File: src/rtl/aes_core_scheduler_if.sv
// Control/status bundle between the AES core scheduler, the register block and the core bank.
interface aes_core_scheduler_if #(
  parameter int NUM_CORES = 8
);
  logic                 I_go;
  logic                 I_always_on;
  logic [NUM_CORES-1:0] I_cores_en;
  logic [7:0]           I_stagger;
  logic [NUM_CORES-1:0] I_core_busy;
  logic [NUM_CORES-1:0] I_core_done;
  logic [NUM_CORES-1:0] O_core_start;
  logic                 O_busy;
  logic                 O_done;
  logic [NUM_CORES-1:0] O_done_mask;
  logic                 O_timeout;
  logic [7:0]           O_last_core;
  logic [15:0]          O_run_count;

  modport master (
    output I_go, I_always_on, I_cores_en, I_stagger, I_core_busy, I_core_done,
    input  O_core_start, O_busy, O_done, O_done_mask, O_timeout, O_last_core, O_run_count
  );

  modport slave (
    input  I_go, I_always_on, I_cores_en, I_stagger, I_core_busy, I_core_done,
    output O_core_start, O_busy, O_done, O_done_mask, O_timeout, O_last_core, O_run_count
  );
endinterface

File: src/rtl/aes_core_scheduler.sv
// Staggered start sequencer for a bank of parallel AES cores, with per-core completion
// tracking, run timeout and aggregate busy/done status.
//
//  state | meaning
//  IDLE  | waiting for go or always-on with a non-empty core mask
//  ISSUE | starting the lowest unissued core; holds while that core reports busy
//  GAP   | spacing between consecutive starts, gap_cnt counts down to 1
//  WAIT  | every core started, waiting for all pending dones
//  DONE  | one-cycle end of run: O_done pulse and run counter bump
module aes_core_scheduler #(
  parameter int pNUM_CORES           = 8,
  parameter int pTIMEOUT_WIDTH       = 16,
  parameter int pTIMEOUT             = 4096,
  parameter bit pDONE_EDGE_SENSITIVE = 1'b1
) (
  input logic                  crypto_clk,
  input logic                  reset_n,
  aes_core_scheduler_if.slave  bus
);

  localparam logic [2:0] S_IDLE  = 3'd0;
  localparam logic [2:0] S_ISSUE = 3'd1;
  localparam logic [2:0] S_GAP   = 3'd2;
  localparam logic [2:0] S_WAIT  = 3'd3;
  localparam logic [2:0] S_DONE  = 3'd4;

  localparam logic [pTIMEOUT_WIDTH-1:0] TMO_LIMIT = pTIMEOUT_WIDTH'(pTIMEOUT);

  logic [2:0]                state_q, state_d;
  logic [pNUM_CORES-1:0]     run_mask_q, run_mask_d;
  logic [pNUM_CORES-1:0]     issued_q, issued_d;
  logic [pNUM_CORES-1:0]     pending_q, pending_d;
  logic [pNUM_CORES-1:0]     done_mask_q, done_mask_d;
  logic [pNUM_CORES-1:0]     start_q, start_d;
  logic [pNUM_CORES-1:0]     done_prev_q, done_prev_d;
  logic [7:0]                gap_cnt_q, gap_cnt_d;
  logic [7:0]                last_core_q, last_core_d;
  logic [pTIMEOUT_WIDTH-1:0] tmo_cnt_q, tmo_cnt_d;
  logic [15:0]               run_count_q, run_count_d;
  logic                      busy_q, busy_d;
  logic                      done_q, done_d;
  logic                      timeout_q, timeout_d;

  logic [pNUM_CORES-1:0]     remain, remain_after, tgt_oh, done_ev;
  logic [7:0]                tgt_idx;
  logic                      tgt_vld, tgt_busy, all_done, tmo_hit, end_run;
  logic [pTIMEOUT_WIDTH-1:0] tmo_cnt_inc;

  // Lowest unissued core of the run, its busy status, and this cycle's done events
  always_comb begin
    remain       = run_mask_q & ~issued_q;
    tgt_oh       = remain & (~remain + pNUM_CORES'(1));
    tgt_vld      = |remain;
    remain_after = remain & ~tgt_oh;
    tgt_busy     = |(tgt_oh & bus.I_core_busy);
    tgt_idx      = 8'd0;
    for (int i = 0; i < pNUM_CORES; i++) begin
      if (tgt_oh[i]) tgt_idx = 8'(i);
    end
    done_ev      = pDONE_EDGE_SENSITIVE ? (bus.I_core_done & ~done_prev_q) : bus.I_core_done;
    done_prev_d  = bus.I_core_done;
    all_done     = (issued_q == run_mask_q) && (pending_q == '0);
    // The timeout is measured from the first busy cycle: DONE lands pTIMEOUT cycles after O_busy rises.
    tmo_cnt_inc  = tmo_cnt_q + pTIMEOUT_WIDTH'(1);
    tmo_hit      = (tmo_cnt_inc == TMO_LIMIT);
  end

  // Run sequencing, per-core bookkeeping and status outputs
  always_comb begin
    state_d     = state_q;
    run_mask_d  = run_mask_q;
    issued_d    = issued_q;
    pending_d   = pending_q & ~done_ev;
    done_mask_d = done_mask_q | (done_ev & pending_q);
    start_d     = '0;
    gap_cnt_d   = gap_cnt_q;
    last_core_d = last_core_q;
    tmo_cnt_d   = tmo_cnt_q;
    timeout_d   = timeout_q;
    run_count_d = run_count_q;
    done_d      = 1'b0;
    end_run     = 1'b0;

    case (state_q)
      S_IDLE: begin
        if ((bus.I_go || bus.I_always_on) && (bus.I_cores_en != '0)) begin
          run_mask_d  = bus.I_cores_en;
          issued_d    = '0;
          pending_d   = '0;
          done_mask_d = '0;
          timeout_d   = 1'b0;
          tmo_cnt_d   = '0;
          state_d     = S_ISSUE;
        end
      end
      S_ISSUE, S_GAP, S_WAIT: begin
        tmo_cnt_d = tmo_cnt_inc;
        if ((state_q == S_WAIT) && all_done) begin
          end_run = 1'b1;
        end else if (tmo_hit) begin
          end_run   = 1'b1;
          timeout_d = 1'b1;
        end else if (state_q == S_ISSUE) begin
          if (!tgt_vld) begin
            state_d = S_WAIT;
          end else if (!tgt_busy) begin
            // A done seen in this cycle is already ignored for the target, since pending_q is still clear.
            start_d     = tgt_oh;
            issued_d    = issued_q | tgt_oh;
            pending_d   = pending_d | tgt_oh;
            last_core_d = tgt_idx;
            if (remain_after == '0) begin
              state_d = S_WAIT;
            end else if (bus.I_stagger == 8'd0) begin
              state_d = S_ISSUE;
            end else begin
              state_d   = S_GAP;
              gap_cnt_d = bus.I_stagger;
            end
          end
        end else if (state_q == S_GAP) begin
          if (gap_cnt_q <= 8'd1) state_d = S_ISSUE;
          else                   gap_cnt_d = gap_cnt_q - 8'd1;
        end
      end
      S_DONE:  state_d = S_IDLE;
      default: state_d = S_IDLE;
    endcase

    if (end_run) begin
      state_d     = S_DONE;
      done_d      = 1'b1;
      run_count_d = run_count_q + 16'd1;
    end

    busy_d = (state_d != S_IDLE);
  end

  // Register update with synchronous active-low reset
  always_ff @(posedge crypto_clk) begin
    if (!reset_n) begin
      state_q     <= S_IDLE;
      run_mask_q  <= '0;
      issued_q    <= '0;
      pending_q   <= '0;
      done_mask_q <= '0;
      start_q     <= '0;
      done_prev_q <= '0;
      gap_cnt_q   <= '0;
      last_core_q <= '0;
      tmo_cnt_q   <= '0;
      run_count_q <= '0;
      busy_q      <= 1'b0;
      done_q      <= 1'b0;
      timeout_q   <= 1'b0;
    end else begin
      state_q     <= state_d;
      run_mask_q  <= run_mask_d;
      issued_q    <= issued_d;
      pending_q   <= pending_d;
      done_mask_q <= done_mask_d;
      start_q     <= start_d;
      done_prev_q <= done_prev_d;
      gap_cnt_q   <= gap_cnt_d;
      last_core_q <= last_core_d;
      tmo_cnt_q   <= tmo_cnt_d;
      run_count_q <= run_count_d;
      busy_q      <= busy_d;
      done_q      <= done_d;
      timeout_q   <= timeout_d;
    end
  end

  assign bus.O_core_start = start_q;
  assign bus.O_busy       = busy_q;
  assign bus.O_done       = done_q;
  assign bus.O_done_mask  = done_mask_q;
  assign bus.O_timeout    = timeout_q;
  assign bus.O_last_core  = last_core_q;
  assign bus.O_run_count  = run_count_q;

endmodule
File: src/flat_wrapper.sv
// flat-port wrapper written by rule: the top's interface ports become plain ports
module aes_core_scheduler_flat 
#(
  parameter int pNUM_CORES           = 8,
  parameter int pTIMEOUT_WIDTH       = 16,
  parameter int pTIMEOUT             = 4096,
  parameter bit pDONE_EDGE_SENSITIVE = 1'b1
)
  (crypto_clk, reset_n, bus_I_go, bus_I_always_on, bus_I_cores_en, bus_I_stagger, bus_I_core_busy, bus_I_core_done, bus_O_core_start, bus_O_busy, bus_O_done, bus_O_done_mask, bus_O_timeout, bus_O_last_core, bus_O_run_count);
  aes_core_scheduler_if bus_i ();
  input logic crypto_clk;
  input logic reset_n;
  input wire logic [$bits(bus_i.I_go)-1:0] bus_I_go;
  input wire logic [$bits(bus_i.I_always_on)-1:0] bus_I_always_on;
  input wire logic [$bits(bus_i.I_cores_en)-1:0] bus_I_cores_en;
  input wire logic [$bits(bus_i.I_stagger)-1:0] bus_I_stagger;
  input wire logic [$bits(bus_i.I_core_busy)-1:0] bus_I_core_busy;
  input wire logic [$bits(bus_i.I_core_done)-1:0] bus_I_core_done;
  output wire logic [$bits(bus_i.O_core_start)-1:0] bus_O_core_start;
  output wire logic [$bits(bus_i.O_busy)-1:0] bus_O_busy;
  output wire logic [$bits(bus_i.O_done)-1:0] bus_O_done;
  output wire logic [$bits(bus_i.O_done_mask)-1:0] bus_O_done_mask;
  output wire logic [$bits(bus_i.O_timeout)-1:0] bus_O_timeout;
  output wire logic [$bits(bus_i.O_last_core)-1:0] bus_O_last_core;
  output wire logic [$bits(bus_i.O_run_count)-1:0] bus_O_run_count;
  assign bus_i.I_go = bus_I_go;
  assign bus_i.I_always_on = bus_I_always_on;
  assign bus_i.I_cores_en = bus_I_cores_en;
  assign bus_i.I_stagger = bus_I_stagger;
  assign bus_i.I_core_busy = bus_I_core_busy;
  assign bus_i.I_core_done = bus_I_core_done;
  assign bus_O_core_start = bus_i.O_core_start;
  assign bus_O_busy = bus_i.O_busy;
  assign bus_O_done = bus_i.O_done;
  assign bus_O_done_mask = bus_i.O_done_mask;
  assign bus_O_timeout = bus_i.O_timeout;
  assign bus_O_last_core = bus_i.O_last_core;
  assign bus_O_run_count = bus_i.O_run_count;
  aes_core_scheduler #(.pNUM_CORES(pNUM_CORES), .pTIMEOUT_WIDTH(pTIMEOUT_WIDTH), .pTIMEOUT(pTIMEOUT), .pDONE_EDGE_SENSITIVE(pDONE_EDGE_SENSITIVE)) u_core (.crypto_clk(crypto_clk), .reset_n(reset_n), .bus(bus_i));
endmodule
File: config.mk
export PLATFORM = sky130hd
export DESIGN_NAME = aes_core_scheduler_flat
export DESIGN_NICKNAME = d
export VERILOG_FILES = /design/src/rtl/aes_core_scheduler_if.sv /design/src/rtl/aes_core_scheduler.sv /design/src/flat_wrapper.sv
export SDC_FILE = /design/constraint.sdc
export NUM_CORES = 1
export LEC_CHECK = 0
export CORE_ASPECT_RATIO = 1.5
export CORE_UTILIZATION = 55
export CTS_BUF_LIST = sky130_fd_sc_hd__clkbuf_4 sky130_fd_sc_hd__clkbuf_8 sky130_fd_sc_hd__clkbuf_16
export DETAILED_ROUTE_END_ITERATION = 12
export PLACE_DENSITY_LB_ADDON = 0.15
export SLEW_MARGIN = 0
export SYNTH_ARGS = -nofsm -noshare
export SYNTH_HDL_FRONTEND = slang
export SYNTH_SLANG_ARGS = --single-unit
File: constraint.sdc
create_clock -name crypto_clk -period 6.7 [get_ports crypto_clk]
set_input_delay 0.67 -clock crypto_clk [delete_from_list [all_inputs] [get_ports crypto_clk]]
set_output_delay 0.67 -clock crypto_clk [all_outputs]
set_load 0.01 [all_outputs]
=== After elaboration in Yosys (flattened, before gate mapping) ===
Index checks and enable logic that the tools add are counted.

* Bits in registers: 102
* Word-level logic and storage cells: 132

* $add $sub $neg: 4
* Order comparisons: 1
* Equal/unequal tests: 17
* Muxes and demuxes: 52
* Bitwise operators: 22
* Reductions and logical operators: 22

{| class="wikitable"
|+ Operators by type and width
! kind !! count
|-
| $mux 8 || 21
|-
| $and 8x8->8 || 7
|-
| $mux 3 || 14
|-
| $not 8->8 || 5
|-
| $add 16x1->16 const B || 2
|-
| $pmux 16 s2 || 1
|-
| $pmux 8 s2 || 2
|-
| $logic_not 8->1 || 3
|-
| $or 8x8->8 || 3
|-
| $eq 16x13->1 const B || 1
|-
| $mux 16 || 1
|-
| $reduce_or 8->1 || 2
|-
| $reduce_or 14->1 || 1
|-
| $ne 2x1->1 const B || 6
|-
| $ne 2x2->1 const B || 6
|-
| $reduce_and 9->1 || 1
|-
| $add 8x1->8 const B || 1
|-
| $eq 8x8->1 || 1
|-
| $le 8x1->1 const B || 1
|-
| $mux 1 || 8
|-
| $reduce_bool 8->1 || 1
|-
| $sub 8x1->8 const B || 1
|-
| $not 1->1 || 7
|-
| $reduce_and 7->1 || 1
|-
| other kinds (14) || 21
|}

=== Depth between registers and ports, before layout ===
Gate-level depths: netlist (run 1).

* Depth after elaboration: 17
* Gate-level depth with buffers: 11
* Depth with buffers taken out: 9

=== Least setup slack after synthesis (run 1) ===
Ideal clock, no wire load.

* Path type: register to register
* Start: register u_core.issued_q[2]
* End: register u_core.gap_cnt_q[4]
* Setup time: 128 ps
* Arrival time: 2451 ps
* Slack: 4121 ps
* Cell stages (with the launch flop): 12
* Buffers on the path: 2
* Period minus slack after synthesis: 2579 ps
* Cell sequence: dfxtp_1 inv_1 ha_1 or4_1 buf_6 a2111oi_4 o31ai_1 and3_4 o22ai_4 buf_6 mux2i_1 nor2_1

* Word-level cells in the longest chain between the ends: 10
* Elaborated cells on any way between the ends: 19

{| class="wikitable"
|+ Ends and longest elaborated chain
! item !! line !! text
|-
| start: declaration || aes_core_scheduler.sv:31 || <nowiki>logic [pNUM_CORES-1:0] issued_q, issued_d;</nowiki>
|-
| start signal: assignment || aes_core_scheduler.sv:159 || <nowiki>issued_q <= issued_d;</nowiki>
|-
| $not 8->8 || aes_core_scheduler.sv:51 || <nowiki>remain = run_mask_q & ~issued_q;</nowiki>
|-
| $and 8x8->8 || aes_core_scheduler.sv:51 ||
|-
| $not 8->8 || aes_core_scheduler.sv:52 || <nowiki>tgt_oh = remain & (~remain + pNUM_CORES'(1));</nowiki>
|-
| $add 8x1->8 || aes_core_scheduler.sv:52 ||
|-
| $and 8x8->8 || aes_core_scheduler.sv:52 ||
|-
| $not 8->8 || aes_core_scheduler.sv:54 || <nowiki>remain_after = remain & ~tgt_oh;</nowiki>
|-
| $and 8x8->8 || aes_core_scheduler.sv:54 ||
|-
| $logic_not 8->1 || aes_core_scheduler.sv:112 || <nowiki>if (remain_after == '0) begin</nowiki>
|-
| $ne 2x2->1 (no source line) || n/a ||
|-
| $reduce_and 9->1 (no source line) * || n/a ||
|-
| end signal: assignment || aes_core_scheduler.sv:164 || <nowiki>gap_cnt_q <= gap_cnt_d;</nowiki>
|-
| end: declaration || aes_core_scheduler.sv:36 || <nowiki>logic [7:0] gap_cnt_q, gap_cnt_d;</nowiki>
|}

Every way passes the cells marked *; elsewhere a longest branch is shown, timed or not.
A chain may end at the register's enable or synchronous reset.

=== Final worst setup path (run 1) ===
* Start: register u_core.tmo_cnt_q[0]
* End: register u_core.issued_q[6]

* Word-level cells in the longest chain between the ends: 4

{| class="wikitable"
|+ Ends and longest elaborated chain
! item !! line !! text
|-
| start: declaration || aes_core_scheduler.sv:38 || <nowiki>logic [pTIMEOUT_WIDTH-1:0] tmo_cnt_q, tmo_cnt_d;</nowiki>
|-
| start signal: assignment || aes_core_scheduler.sv:166 || <nowiki>tmo_cnt_q <= tmo_cnt_d;</nowiki>
|-
| $add 16x1->16 || aes_core_scheduler.sv:64 || <nowiki>tmo_cnt_inc = tmo_cnt_q + pTIMEOUT_WIDTH'(1);</nowiki>
|-
| $eq 16x13->1 || aes_core_scheduler.sv:65 || <nowiki>tmo_hit = (tmo_cnt_inc == TMO_LIMIT);</nowiki>
|-
| $ne 2x2->1 (no source line) || n/a ||
|-
| $reduce_and 7->1 (no source line) || n/a ||
|}

Every way passes these cells.

==> impl_metrics.csv, run 1 <==
group,metric,value,unit
critical_path,setup.worst_path.start_class,"flip-flop",
floorplan,core,8516,µm²
layout,finalInstanceArea,5969,µm²
drt,routedWlPerCell,15.92,µm
pwr,swShare,0.3807,
cts,h-tree-depth,3,
layout,final_common_cell,"dfxtp_1",
timing,max_slew_margin,0.3589,
layout,seq_area,1942,µm²
synthesis,async_flop_share,0,
timing,finalCritPeriodShare,0.4896,
critical_path,cp_max_fo,20,
global_route,grt_util_all_layers,0.2672,
drt,wl,12180,µm
layout,postLayoutCoreUtil,0.7010,
timing,period_needed,3.280,ns
synthesis,ys.warnings.count,0,
placement,io_buffers,73,
global_route,grt_overflow,0,
cts,cts.sinks,97,
pwr,irDropWorstVdd,0.2711,mV
critical_path,critPathKind,"reg -> reg",
critical_path,worstPathArrival,3.46,ns
layout,nets,702,
floorplan,initial_core_util,0.5755,
timing,rsz0062_at_grt,"false",
cts,cts-hold-fix-buffers,0,
cts,clk_pin_slew,0.07,ns
drt,drc,0,
pwr,clkPwrFrac,0.266,
drt,first_pass_iters,5,
worst_hold_path,hold_path.class,"reg -> reg",
placement,place_area,5645,µm²
timing,skew,0.006612,ns
cts,cts_resized,0,
placement,dp_slack,3.424,ns
cts,cts_root_buffer,"clkbuf_16",
cts,cts_tree,"yes",
layout,area_delta_synth_final,21.80,%
layout,antenna_cells,0,
synthesis,syn_area,4901,µm²
timing,fin_setup_tns,0,ns
cts,post_cts.repair.setup_buffers,0,
floorplan,placementRows,41,
synthesis,synth-seq-cells,97,
floorplan,die_area,9300,µm²
floorplan,die_h,117.6,µm
critical_path,end_kind,"flip-flop",
floorplan,io-pin-count,79,
synthesis,syn_avg_cell_area,8.251,µm²
timing,fin_ws,3.420,ns
synthesis,ys_seq_area_frac,0.3962,
drt,routed_via_density,5.868,
status,outcome,"complete, no violations",
timing,setup_viol,0,
synthesis,syn_inst,594,
pwr,finalPower,0.002102,W
synthesis,synth_edf_count,0,
pwr,p_int,0.001302,W
timing,slew_violations,0,
pwr,leakagePower,2.290,nW
timing,hold_viol,0,
pwr,p_switching,0.0008000,W
synthesis,ys_types,67,
drt,vias,4489,
global_route,grt_start_max_net_pins,44,
floorplan,fp.dieW,79.08,µm
global_route,grt_pass1_wl,20030,µm
critical_path,crit_required,6.88,ns
layout,layout_common_cells,"dfxtp_1, nor2_1, clkdlybuf4s50_1",
layout,nFillCells,691,
global_route,grt_antenna_before_repair,0,
cts,cts_buffer_depth,2,
pwr,seqPwrFrac,0.335,
layout,layout-drive-gt1-share,0.06839,
pwr,power.density,352.1,nW/µm²
timing,max_slew.worst_pin.slew,0.9597,ns
cts,cts_buffers,9,
layout,multi_input_area,2674,µm²
synthesis,synth_ff_type,"dfxtp_1",
global_route,grt_pass1_vias,4301,
cts,clkLatencyLatePin,0.34,ns
run,cap_viol_max_count,0,
placement,dp_hpwl,8829,µm
timing,fmax,304.8,MHz
pwr,pwr-share-comb,0.400,
drt,drtAntennaViolNets,0,
drt,drtIter0Drc,264,
placement,place_congestion,0.9207,
## per-stage QoR
step	std cells	hold slack [ns]
after floorplan	598	0.4410
after global placement	749	0.4469
after detailed placement	749	0.4568
after CTS	765	0.4726
after global routing	765	0.4991
final	765	0.4743
## path summary, 6_finish.rpt
kind,to,startpoint,cells past startpoint,slack [ns]
min reg2reg,u_core.bus.O_done_mask[1],u_core.bus.O_done_mask[1],2,0.47
min,u_core.bus.O_done_mask[1],u_core.bus.O_done_mask[1],2,0.47
max,u_core.issued_q[6],u_core.tmo_cnt_q[0],8,3.42
max reg2reg,u_core.issued_q[6],u_core.tmo_cnt_q[0],8,3.42
## worst max-delay path, cell delays in order (launching register included)
cell	delay (ns)
dfxtp_1	0.41
ha_1	0.28
nand3_2	0.22
or4_1	0.63
o211ai_2	0.29
inv_2	0.13
o211ai_4	0.32
or2_1	0.64
o22ai_1	0.20
## Yosys cell counts, types with 5 or more instances
master | count | share of area
clkbuf_1 | 19 | 0.015
nor4_1 | 11 | 0.014
or4_1 | 6 | 0.0092
o22ai_1 | 8 | 0.010
o31ai_1 | 6 | 0.0092
or2_2 | 5 | 0.0064
and2_1 | 7 | 0.0089
o21ai_0 | 22 | 0.022
ha_1 | 13 | 0.033
o211ai_1 | 5 | 0.0077
nand2_1 | 57 | 0.044
buf_4 | 7 | 0.011
nor2_1 | 88 | 0.067
a21oi_1 | 28 | 0.029
and3_1 | 5 | 0.0064
mux2i_1 | 25 | 0.051
nand2b_1 | 17 | 0.022
a31oi_1 | 11 | 0.014
buf_2 | 5 | 0.0051
nand3_1 | 18 | 0.018
dfxtp_1 | 97 | 0.40
inv_1 | 30 | 0.023
nand4_1 | 12 | 0.015
nor3_1 | 16 | 0.016
## cells by family after synthesis
family | after synthesis | share of synthesized area
multiplexers | 25 | 0.05106
buffers and inverters | 67 | 0.06255
AND/OR/NAND/NOR | 269 | 0.2811
flip-flops | 97 | 0.3962
adder cells (fa/ha/maj) | 14 | 0.03523
other | 1 | 0.0007652
XOR/XNOR | 4 | 0.007148
AO/OA/AOI/OAI | 117 | 0.1659
## area by class of cell
cell class / instances / area share
flip-flops and latches: 97 / 0.3253
repair buffers: 79 / 0.1300
well taps: 107 / 0.02243
clock buffers: 10 / 0.03899
multi-input cells: 434 / 0.4479
inverters: 32 / 0.02012
clock inverters: 6 / 0.01530
## power by group through the flow
| stage | Combinational, W | Clock [W] | Sequential (W) |
|---|---|---|---|
| 2_1_floorplan | 0.000640 | 0 | 0.000701 |
| 3_3_place_gp | 0.000801 | 0 | 0.000710 |
| 3_5_place_dp | 0.000828 | 0 | 0.000714 |
| 4_1_cts | 0.000833 | 0.000565 | 0.000702 |
| 5_1_grt | 0.000932 | 0.000592 | 0.000710 |
| 6_report | 0.000840 | 0.000558 | 0.000704 |
## flip-flops by register name (all words and copies together), names as in the netlist
register / flops
u_core.bus.O_run_count: 16
u_core.tmo_cnt_q: 16
u_core.bus.O_core_start: 8
u_core.bus.O_done_mask: 8
u_core.done_prev_q: 8
u_core.gap_cnt_q: 8
u_core.issued_q: 8
u_core.pending_q: 8
u_core.run_mask_q: 8
u_core.bus.O_last_core: 3
u_core.state_q: 3
u_core.bus.O_busy: 1
u_core.bus.O_done: 1
u_core.bus.O_timeout: 1
## layer usage
metal  part of all wire  track usage
met1               0.39       0.2956
met2               0.54       0.4903
met3              0.036      0.03721
met4              0.033       0.1193
met5                  0            0
No activity file was read; power rests on OpenSTA's default activity.
==> run 2, diff against run 1 <==
--- a/config.mk
+++ b/config.mk
@@ -6,7 +6,7 @@
 export NUM_CORES = 1
 export LEC_CHECK = 0
 export CORE_ASPECT_RATIO = 1.5
-export CORE_UTILIZATION = 55
+export CORE_UTILIZATION = 54
 export CTS_BUF_LIST = sky130_fd_sc_hd__clkbuf_4 sky130_fd_sc_hd__clkbuf_8 sky130_fd_sc_hd__clkbuf_16
 export DETAILED_ROUTE_END_ITERATION = 12
 export PLACE_DENSITY_LB_ADDON = 0.15
==> constraint.sdc (replaced) <==
create_clock -name crypto_clk -period 3.4 [get_ports crypto_clk]
set_input_delay 0.34 -clock crypto_clk [delete_from_list [all_inputs] [get_ports crypto_clk]]
set_output_delay 0.34 -clock crypto_clk [all_outputs]
set_load 0.01 [all_outputs]
==> impl_metrics.csv, run 2 (synthesis gave the netlist of run 1 again) <==
group,metric,value,unit
floorplan,initial_core_util,0.5551,
timing,hold_viol,0,
cts,h-tree-depth,3,
drt,drtIter0Drc,209,
cts,clk_pin_slew,0.07,ns
critical_path,reg2reg_from,"u_core.tmo_cnt_q[0]",
global_route,grt_overflow,0,
cts,cts_resized,0,
cts,cts_root_buffer,"clkbuf_16",
global_route,grt_antenna_before_repair,0,
cts,cts_tree,"yes",
critical_path,critPathKind,"reg -> reg",
cts,cts-hold-fix-buffers,0,
cts,cts_buffers,9,
drt,routed_via_density,5.839,
placement,place_congestion,0.9208,
timing,period_needed,3.102,ns
timing,fin_ws,0.2984,ns
cts,post_cts.repair.setup_buffers,0,
timing,fin_setup_tns,0,ns
worst_hold_path,hold_path.class,"reg -> reg",
critical_path,critPathCapture,"u_core.bus.O_run_count[8]",
floorplan,fp.dieW,79.79,µm
critical_path,crit_start,"u_core.tmo_cnt_q[0]",
critical_path,crit_required,3.64,ns
drt,drtAntennaViolNets,0,
floorplan,core,8828,µm²
global_route,use_met2,0.4786,
critical_path,r2r_setup_slack,0.30,ns
cts,cts_buffer_depth,2,
layout,final_common_cell,"dfxtp_1",
global_route,met1_usage,0.2789,
timing,finalCritPeriodShare,0.9122,
timing,rsz0062_at_grt,"false",
global_route,grt_start_max_net_pins,46,
global_route,use_met3,0.04015,
timing,max_slew.worst_pin.slew,0.9872,ns
floorplan,io-pin-count,79,
pwr,leakagePower,2.301,nW
layout,seq_area,1942,µm²
drt,routedWlPerCell,16.00,µm
floorplan,die_area,9469,µm²
pwr,power.density,685.8,nW/µm²
layout,layout_common_cells,"dfxtp_1, nor2_1, clkdlybuf4s50_1",
cts,clkLatencyLatePin,0.35,ns
critical_path,setup.worst_path.start_class,"flip-flop",
layout,postLayoutCoreUtil,0.6774,
floorplan,die_h,118.7,µm
layout,antenna_cells,0,
global_route,grt_util_all_layers,0.2694,
drt,wl,12350,µm
floorplan,placementRows,42,
critical_path,cp_max_fo,12,
placement,io_buffers,73,
placement,dp_hpwl,9091,µm
global_route,grt_pass1_wl,19820,µm
status,outcome,"complete, no violations",
timing,setup_viol,0,
layout,multi_input_area,2674,µm²
timing,fmax,322.4,MHz
layout,layout-drive-gt1-share,0.07402,
timing,slew_violations,0,
pwr,irDropWorstVdd,0.3824,mV
run,cap_viol_max_count,0,
global_route,busiest_layer,"met2",
timing,skew,0.01011,ns
drt,drc,0,
layout,nets,706,
critical_path,end_kind,"flip-flop",
layout,area_delta_synth_final,22.03,%
critical_path,r2r-end,"u_core.bus.O_run_count[8]",
global_route,grt_pass1_vias,4302,
layout,nFillCells,767,
placement,dp_slack,0.3162,ns
cts,cts.sinks,97,
drt,first_pass_iters,5,
timing,max_slew_margin,0.3405,
critical_path,worstPathArrival,3.34,ns
drt,vias,4508,
critical_path,worstRegToRegCells,8,
-- run 2: cell types whose count changed in the layout (fill, tap and decap cells not counted) --
cell | previous run | this run
buf_4 | 6 | 10
bufinv_16 | 2 | 1
clkbuf_4 | 1 | 0
clkinv_2 | 0 | 1
clkinv_4 | 0 | 1
clkinvlp_4 | 3 | 2
inv_6 | 1 | 2
-- run 2: worst max-delay path, stage by stage (launching register included) --
cell and delay (ns):
dfxtp_1 0.40, ha_1 0.28, nand3_2 0.20, or4_1 0.62, o211ai_2 0.25, nand2_1 0.08
o21bai_1 0.77, nand4b_1 0.22, mux2i_1 0.17
-- run 2: cell type report --
cell class / instances / share of cell area
Clock inverter: 7 / 0.01276
Tap cell: 110 / 0.02301
Clock buffer: 9 / 0.03766
Multi-Input combinational cell: 434 / 0.4471
Sequential cell: 97 / 0.3247
Timing Repair Buffer: 83 / 0.1347
Inverter: 32 / 0.02008
-- run 2: how the worst min path moves through the flow --
| stage | cells after the start | start | to | slack, ns |
|---|---|---|---|---|
| 2_1_floorplan | 2 | u_core.issued_q[1] | u_core.issued_q[1] | 0.44 |
| 3_3_place_gp | 2 | u_core.bus.O_done_mask[6] | u_core.bus.O_done_mask[6] | 0.45 |
| 3_5_place_dp | 2 | u_core.bus.O_done_mask[4] | u_core.bus.O_done_mask[4] | 0.46 |
| 4_1_cts | 2 | u_core.bus.O_last_core[1] | u_core.bus.O_last_core[1] | 0.47 |
| 5_1_grt | 2 | u_core.bus.O_run_count[15] | u_core.bus.O_run_count[15] | 0.50 |
| 6_report | 2 | u_core.bus.O_done_mask[6] | u_core.bus.O_done_mask[6] | 0.47 |
-- run 2: per-layer routing --
layer,share of wire,vias to the layer above
met5,0,-
met4,0.055,0
met3,0.038,40
met2,0.53,124
met1,0.38,2128
li1,-,2216
-- run 2: metrics by stage --
stage	std cells	cell area, µm²	hold slack [ns]	power [W]
global placement	756	5679	0.4469	0.003027
CTS	772	5981	0.4734	0.004113
global route	772	5981	0.4963	0.004371
detailed placement	756	5679	0.4610	0.003068
floorplan	598	4916	0.4410	0.002641
finish	772	5981	0.4734	0.004102
-- run 2: power breakdown --
part           internal (W)  total, W  switching (W)
combinational      0.000662   0.00169        0.00102
clock              0.000575   0.00102       0.000448
sequential          0.00126   0.00139       0.000127
==> run 3, diff against run 2 <==
--- a/config.mk
+++ b/config.mk
@@ -6,7 +6,7 @@
 export NUM_CORES = 1
 export LEC_CHECK = 0
 export CORE_ASPECT_RATIO = 1.5
-export CORE_UTILIZATION = 54
+export CORE_UTILIZATION = 45
 export CTS_BUF_LIST = sky130_fd_sc_hd__clkbuf_4 sky130_fd_sc_hd__clkbuf_8 sky130_fd_sc_hd__clkbuf_16
 export DETAILED_ROUTE_END_ITERATION = 12
 export PLACE_DENSITY_LB_ADDON = 0.15
==> impl_metrics.csv, run 3 (synthesis gave the netlist of run 1 again) <==
group,metric,value,unit
status,outcome,"complete, no violations",
floorplan,placementRows,46,
timing,slew_violations,0,
cts,cts_tree,"yes",
drt,wl,12810,µm
placement,place_congestion,0.8757,
cts,cts_resized,0,
critical_path,r2r-end,"u_core.issued_q[1]",
timing,period_needed,3.009,ns
cts,post_cts.repair.setup_buffers,0,
floorplan,die_area,11320,µm²
cts,cts_root_buffer,"clkbuf_16",
global_route,grt_pass1_vias,4198,
pwr,leakagePower,2.326,nW
worst_hold_path,hold_path.class,"reg -> reg",
timing,skew,0.006459,ns
drt,routedWlPerCell,15.81,µm
timing,max_slew.worst_pin.slew,0.7046,ns
timing,finalCritPeriodShare,0.8849,
drt,drc,0,
cts,cts_buffers,9,
drt,drtAntennaViolNets,0,
global_route,grt_pass1_wl,20030,µm
timing,fmax,332.4,MHz
cts,cts_buffer_depth,2,
drt,first_pass_iters,5,
cts,cts.sinks,97,
critical_path,end_kind,"flip-flop",
critical_path,cp_max_fo,11,
drt,drtIter0Drc,195,
floorplan,initial_core_util,0.4628,
timing,setup_viol,0,
global_route,grt_start_max_net_pins,46,
timing,hold_viol,0,
floorplan,core,10590,µm²
pwr,power.density,681.9,nW/µm²
critical_path,setup.worst_path.start_class,"flip-flop",
global_route,grt_antenna_before_repair,0,
layout,area_delta_synth_final,23.56,%
placement,dp_hpwl,9574,µm
critical_path,critPathKind,"reg -> reg",
layout,layout_common_cells,"dfxtp_1, nor2_1, clkdlybuf4s50_1",
placement,io_buffers,73,
cts,h-tree-depth,3,
critical_path,worstRegToRegCells,9,
critical_path,crit_required,3.60,ns
run,cap_viol_max_count,0,
cts,clk_pin_slew,0.07,ns
drt,vias,4501,
cts,clkLatencyLatePin,0.34,ns
timing,rsz0062_at_grt,"false",
worst_hold_path,min_to,"u_core.bus.O_last_core[1]",
timing,max_slew_margin,0.5286,
cts,cts-hold-fix-buffers,0,
worst_hold_path,hold_depth,2,
global_route,grt_overflow,0,
drt,routed_via_density,5.557,
critical_path,reg2reg_from,"u_core.issued_q[2]",
layout,nets,710,
floorplan,fp.dieW,87.21,µm
timing,holdWs,0.4644,ns
floorplan,die_h,129.8,µm
floorplan,io-pin-count,79,
pwr,irDropWorstVdd,0.3271,mV
worst_hold_path,hold_start,"u_core.bus.O_last_core[1]",
global_route,grt_util_all_layers,0.2290,
timing,fin_setup_tns,0,ns
pwr,finalPower,0.004129,W
layout,layout-drive-gt1-share,0.07958,
critical_path,r2r_setup_slack,0.39,ns
layout,final_common_cell,"dfxtp_1",
critical_path,worstPathArrival,3.21,ns
layout,antenna_cells,0,
==> run 3: changes by cell type in the layout (fill, tap and decap cells not counted) <==
cell	delta
buf_4	+4
clkinvlp_4	-1
inv_6	-1
clkbuf_8	+1
clkinv_2	+1
==> run 3: stage by stage <==
| stage | instances | area (µm²) | setup slack, ns | utilization |
|---|---|---|---|---|
| floorplan | 598 | 4916 | 0.8211 | - |
| global placement | 794 | 5752 | 0.5315 | 0.5431 |
| detailed placement | 794 | 5752 | 0.4378 | 0.5431 |
| CTS | 810 | 6056 | 0.4010 | 0.5718 |
| global route | 810 | 6056 | 0.1990 | 0.5718 |
| finish | 810 | 6056 | 0.3915 | 0.5718 |
==> run 3: critical path: stages (launching register included) <==
cell	delay [ns]
dfxtp_1	0.31
inv_1	0.05
ha_1	0.28
or4_1	0.77
nor3_1	0.41
a21oi_1	0.18
o211ai_4	0.16
or2_1	0.35
buf_4	0.25
o22ai_1	0.09
==> run 3: cell type report <==
cell class,instances,area [µm²]
repair buffers,87,835.8
clock inverters,6,65.06
inverters,32,120.1
multi-input cells,434,2674
well taps,144,180.2
clock buffers,10,239.0
flip-flops and latches,97,1942
fillers,1018,4534
==> run 3: layer usage <==
metal | vias to the layer above | GRT usage | part of all wire
met2 | 122 | 0.4382 | 0.54
met5 | - | 0 | 0
li1 | 2222 | - | -
met1 | 2129 | 0.2437 | 0.39
met4 | 0 | 0.1003 | 0.032
met3 | 28 | 0.03605 | 0.037
==> run 3: worst max path at each step <==
stage                     slack (ns)           startpoint             endpoint
after floorplan                 0.82   u_core.issued_q[2]  u_core.gap_cnt_q[4]
after global placement          0.53   u_core.issued_q[2]   u_core.issued_q[1]
after detailed placement        0.44  u_core.tmo_cnt_q[0]   u_core.issued_q[1]
after CTS                       0.40  u_core.tmo_cnt_q[0]   u_core.issued_q[1]
after global routing            0.20   u_core.issued_q[2]   u_core.issued_q[3]
final                           0.39   u_core.issued_q[2]   u_core.issued_q[1]
==> run 3: power by group <==
part           switching (W)  leakage (nW)  internal [W]  total [W]
Combinational        0.00103          1.39      0.000674    0.00171
Clock               0.000443         0.149      0.000592    0.00103
Sequential          0.000122         0.787       0.00126    0.00139
